**src/rtl/arbitro_compuertas_pkg.sv**
```systemverilog
// Shared types for the gate arbiter.
//   op_e     : 3-bit gate select shared by both requesters.
//   estado_e : arbiter FSM state.
package arbitro_compuertas_pkg;

    typedef enum logic [2:0] {
        OP_AND  = 3'd0,
        OP_OR   = 3'd1,
        OP_XOR  = 3'd2,
        OP_NOT  = 3'd3,   // ~a, b ignored
        OP_NAND = 3'd4,
        OP_YES  = 3'd5,   // a passthrough, b ignored
        OP_NOR  = 3'd6,
        OP_XNOR = 3'd7
    } op_e;

    typedef enum logic [1:0] {
        LIBRE   = 2'd0,
        CALC    = 2'd1,
        ENTREGA = 2'd2
    } estado_e;

endpackage

```
**src/rtl/arbitro_compuertas_banco.sv**
```systemverilog
// banco_compuertas: combinational bitwise gate bank.
//   a, b : operands (ANCHO bits)
//   op   : gate select
//   y    : bitwise result
module banco_compuertas
    import arbitro_compuertas_pkg::*;
#(
    parameter int ANCHO = 1
) (
    input  logic [ANCHO-1:0] a,
    input  logic [ANCHO-1:0] b,
    input  op_e              op,
    output logic [ANCHO-1:0] y
);

    always_comb begin
        y = a & b;
        case (op)
            OP_AND:  y = a & b;
            OP_OR:   y = a | b;
            OP_XOR:  y = a ^ b;
            OP_NOT:  y = ~a;
            OP_NAND: y = ~(a & b);
            OP_YES:  y = a;
            OP_NOR:  y = ~(a | b);
            OP_XNOR: y = ~(a ^ b);
            default: y = a & b;
        endcase
    end

endmodule

```
**src/rtl/arbitro_compuertas.sv**
```systemverilog
// arbitro_compuertas: round-robin arbiter between two requesters sharing one
// gate bank. One operation in flight: LIBRE (accept) -> CALC (evaluate and
// register) -> ENTREGA (hold result until consumer takes it).
//   clk, rst             : clock, synchronous active-high reset
//   reqN_valid/ready     : requester N handshake (N = 0, 1)
//   reqN_op, reqN_a/b    : requester N gate select and operands
//   res_valid/ready      : result handshake
//   res_data, res_id     : result and owning requester
module arbitro_compuertas
    import arbitro_compuertas_pkg::*;
#(
    parameter int ANCHO = 1
) (
    input  logic             clk,
    input  logic             rst,
    input  logic             req0_valid,
    output logic             req0_ready,
    input  logic [2:0]       req0_op,
    input  logic [ANCHO-1:0] req0_a,
    input  logic [ANCHO-1:0] req0_b,
    input  logic             req1_valid,
    output logic             req1_ready,
    input  logic [2:0]       req1_op,
    input  logic [ANCHO-1:0] req1_a,
    input  logic [ANCHO-1:0] req1_b,
    output logic             res_valid,
    input  logic             res_ready,
    output logic [ANCHO-1:0] res_data,
    output logic             res_id
);

    estado_e          estado_q, estado_d;
    op_e              op_q, op_d;
    logic [ANCHO-1:0] a_q, a_d, b_q, b_d;
    logic             id_q, id_d;
    logic [ANCHO-1:0] res_data_q, res_data_d;
    logic             res_id_q, res_id_d;
    logic             ultimo_q, ultimo_d;   // requester served last

    logic             algun_valid;
    logic             gnt_id;
    logic [ANCHO-1:0] y;

    banco_compuertas #(.ANCHO(ANCHO)) u_banco (
        .a  (a_q),
        .b  (b_q),
        .op (op_q),
        .y  (y)
    );

    // With both valid, favour whoever was not served last; otherwise the
    // single valid requester wins regardless of the pointer.
    assign algun_valid = req0_valid | req1_valid;
    assign gnt_id      = (req0_valid & req1_valid) ? ~ultimo_q : req1_valid & ~req0_valid;

    // State register
    always_ff @(posedge clk) begin
        if (rst) begin
            estado_q   <= LIBRE;
            op_q       <= OP_AND;
            a_q        <= '0;
            b_q        <= '0;
            id_q       <= 1'b0;
            res_data_q <= '0;
            res_id_q   <= 1'b0;
            ultimo_q   <= 1'b1;   // requester 0 wins the first tie
        end else begin
            estado_q   <= estado_d;
            op_q       <= op_d;
            a_q        <= a_d;
            b_q        <= b_d;
            id_q       <= id_d;
            res_data_q <= res_data_d;
            res_id_q   <= res_id_d;
            ultimo_q   <= ultimo_d;
        end
    end

    // Next-state and datapath
    always_comb begin
        estado_d   = estado_q;
        op_d       = op_q;
        a_d        = a_q;
        b_d        = b_q;
        id_d       = id_q;
        res_data_d = res_data_q;
        res_id_d   = res_id_q;
        ultimo_d   = ultimo_q;
        case (estado_q)
            LIBRE: begin
                if (algun_valid) begin
                    op_d     = gnt_id ? op_e'(req1_op) : op_e'(req0_op);
                    a_d      = gnt_id ? req1_a : req0_a;
                    b_d      = gnt_id ? req1_b : req0_b;
                    id_d     = gnt_id;
                    estado_d = CALC;
                end
            end
            CALC: begin
                res_data_d = y;
                res_id_d   = id_q;
                estado_d   = ENTREGA;
            end
            ENTREGA: begin
                // Pointer moves only when the result is actually consumed.
                if (res_ready) begin
                    ultimo_d = res_id_q;
                    estado_d = LIBRE;
                end
            end
            default: estado_d = LIBRE;
        endcase
    end

    // Outputs
    always_comb begin
        req0_ready = 1'b0;
        req1_ready = 1'b0;
        if (!rst && estado_q == LIBRE && algun_valid) begin
            req0_ready = ~gnt_id;
            req1_ready = gnt_id;
        end
    end

    assign res_valid = (estado_q == ENTREGA);
    assign res_data  = res_data_q;
    assign res_id    = res_id_q;

endmodule

```
**config.mk**
```make
export PLATFORM = sky130hd
export DESIGN_NAME = arbitro_compuertas
export DESIGN_NICKNAME = d
export VERILOG_FILES = /design/src/rtl/arbitro_compuertas_pkg.sv /design/src/rtl/arbitro_compuertas_banco.sv /design/src/rtl/arbitro_compuertas.sv
export SDC_FILE = /design/constraint.sdc
export NUM_CORES = 1
export LEC_CHECK = 0
export CAP_MARGIN = 40
export CORE_AREA = 10 10 47 49
export DETAILED_ROUTE_END_ITERATION = 7
export DIE_AREA = 0 0 57 59
export PLACE_DENSITY_LB_ADDON = 0.05
export SYNTH_ARGS = -nofsm -noshare
export SYNTH_HDL_FRONTEND = slang
export SYNTH_SLANG_ARGS = --single-unit
```
**constraint.sdc**
```tcl
create_clock -name clk -period 4.1 [get_ports clk]
set_input_delay 1.23 -clock clk [delete_from_list [all_inputs] [get_ports clk]]
set_output_delay 1.23 -clock clk [all_outputs]
set_load 0.05 [all_outputs]
```
==> results.cfg <==
[routing]
drcViolationCount = 0
drt-wirelength-per-cell_um = 13.7
ant_nets = 0
detail_route.first_pass.iterations = 4
routed_wl_mm = 1.29
vias_per_cell = 5.38
drt_iter0_drc = 18
vias = 506

[grt]
grt_pass1_wl_mm = 2.05
grt_max_degree = 8
grt_overflow = 0
groute.usage.overall = 0.0759
grt_pass1_vias = 477
antenna_found_initial = 0

[timing]
tns_ps = 0
clock-skew-final_ps = 10.2
worst_slew_pin_slew_ps = 495
max_clock_freq_mhz = 264
setup_violations = 0
fin_crit_ps = 3790
timing.final.crit_share = 0.925
hold_viol = 0
holdWs_ps = 464
relSlewSlack = 0.669
drv_slew = 0
rsz0062_at_grt = no

[clock_network]
cts-root-buf = clkbuf_4
clock_latency_ps = 270
cts_tree = yes
cts_hold_buf = 0
htreeDepth = 1
cts_sinks = 11
cts_made_buffers = 3
post_cts_buffers = 0
path_clk_slew_ps = 80
clockBufferDepth = 2
cts_resized = 0

[critical_path]
critPathArrivalTime_ps = 2560
cp_slowest_cell = clkdlybuf4s50_1
critPathKind = primary input to primary output
crit_chain = clkdlybuf4s50_1 -> nor3_1 -> and3_1 -> buf_12
max_stage_delay_ps = 510
critPathCaptureType = primary output
cp_max_fo = 7
critPathRequiredTime_ps = 2870
worstSetupStartpointType = primary input

[worst_hold_path]
hp-class = register to register

[finish]
drive_above_1_share = 0.103
diodes = 0
final_nets = 96
finalNonFillerCells = 94
area_growth_pct = 47.6

[synth]
synth-compound-area-share = 0.232
synth_top_family_by_area = compound AO/OA/AOI/OAI gates
syn_avg_cell_area_um2 = 9.18
ys.flop_type = dfxtp_1
muxShareOfSynthArea = 0.0478
synth_top_area_share = 0.421
yosys_warnings = 0
synth.net_count = 74
seq_area_frac_synth = 0.421
synth-simple-area-share = 0.177
synth_largest_area_cell = dfxtp_1
synth.top_cells.by_count = dfxtp_1 (11), inv_1 (8), a222oi_1 (5), nor2_1 (5), nor2b_1 (4)
synth-seq-cells = 11
synth_most_common_cell = dfxtp_1
synthesis.area_um2 = 523
syn_inst = 57
synth-xor-area-share = 0
synthAdderAreaFrac = 0.0478
synth-async-reset-ratio = 0
netlist-cell-type-count = 25
synth_edf_count = 0
synth_area_leaders = dfxtp_1 (42%), a222oi_1 (9.6%), inv_1 (5.7%), ha_1 (4.8%), nor2b_1 (4.8%)

[flow_run]
maxCapViolCount = 0

[die]
die-area_um2 = 3360
die_w_um = 57
start_util = 0.373
pin_count = 20
std_cell_rows = 14
coreArea_um2 = 1400
fp.dieH_um = 59

[placement]
post-dp-hpwl_mm = 1.05
port_buffers = 19
dpl.cell_count = 90
gp_congestion = 0.690

[power]
p_per_area_nw_per_um2 = 350
p_leak_nw = 0.346
peakVddDrop_uv = 214

[status]
status = finished clean
==> path summary, 6_finish.rpt <==
check | end | slack, ps | from | cells past startpoint
hold reg to reg | id_q$_SDFFE_PP0P_ | 460 | id_q$_SDFFE_PP0P_ | 1
hold / removal | id_q$_SDFFE_PP0P_ | 460 | id_q$_SDFFE_PP0P_ | 1
setup / recovery | req1_ready | 310 | rst | 4
setup reg to reg | res_data$_SDFFE_PP0N_ | 2550 | a_q$_SDFFE_PP0P_ | 5
==> sequential cells by signal, indices dropped and copies added, names as in the netlist <==
register	cells
estado_q	2
id_q	1
ultimo_q	1
op_q	3
a_q	1
b_q	1
res_id	1
res_data	1
==> per-layer routing <==
layer | track usage | vias up | share of wire
li1 | - | 250 | -
met1 | 0.0900 | 231 | 0.47
met2 | 0.105 | 23 | 0.42
met3 | 0.0494 | 2 | 0.10
met4 | 0.0302 | 0 | 0.0077
met5 | 0 | - | 0
==> layout make-up <==
| class | count | area, µm² |
|---|---|---|
| fill | 147 | 629 |
| clock inverter | 1 | 5.00 |
| sequential | 11 | 220 |
| tap | 16 | 20.0 |
| timing repair buffer | 19 | 210 |
| inverter | 8 | 30.0 |
| multi-input combinational | 36 | 264 |
| clock buffer | 3 | 22.5 |
==> placed cells by master (no fill, tap or decap) <==
cell type	n
buf_12	2
nand2_1	1
a311o_1	1
nand2b_1	1
a311oi_1	1
a31oi_1	1
nor3_1	1
and3_1	2
clkbuf_4	3
clkdlybuf4s50_1	17
clkinv_2	1
inv_1	8
and2_1	1
a211o_1	1
a21o_1	1
nor2b_1	4
or2_2	1
a21oi_1	3
nor4b_1	1
a211oi_1	1
nor2_1	5
mux2_4	1
dfxtp_1	11
a222oi_1	5
ha_1	2
a21boi_0	1
mux2i_1	1
==> critical path: cells and delay by family <==
family        cells  cell delay, ps
buf+inv           2             690
simple gates      2             640
==> metrics by stage <==
| step | utilization | setup slack [ps] | total power, W | area (µm²) |
|---|---|---|---|---|
| detailed placement | 0.531 | 300 | 0.000200 | 744 |
| global placement | 0.531 | 357 | 0.000199 | 744 |
| global route | 0.551 | 152 | 0.000285 | 772 |
| finish | 0.551 | 307 | 0.000270 | 772 |
| CTS | 0.551 | 293 | 0.000274 | 772 |
| floorplan | - | 765 | 0.000168 | 523 |
==> kinds of logic (layout without fill, tap and decap cells) <==
| group | count (synthesis) | count (layout) |
|---|---|---|
| DFF | 11 | 11 |
| buffers and inverters | 10 | 31 |
| adders and majority gates | 2 | 2 |
| AOI/OAI and AO/OA | 15 | 15 |
| and+or+nand+nor | 17 | 17 |
| muxes | 2 | 2 |
==> power by group <==
| part | internal (W) | switching, W | total, W |
|---|---|---|---|
| Combinational | 0.0000376 | 0.0000328 | 0.0000705 |
| Sequential | 0.000116 | 0.00000962 | 0.000126 |
| Clock | 0.0000361 | 0.0000377 | 0.0000738 |
| Total | 0.000190 | 0.0000801 | 0.000270 |
Note: power is estimated with default switching activity, not from simulation.
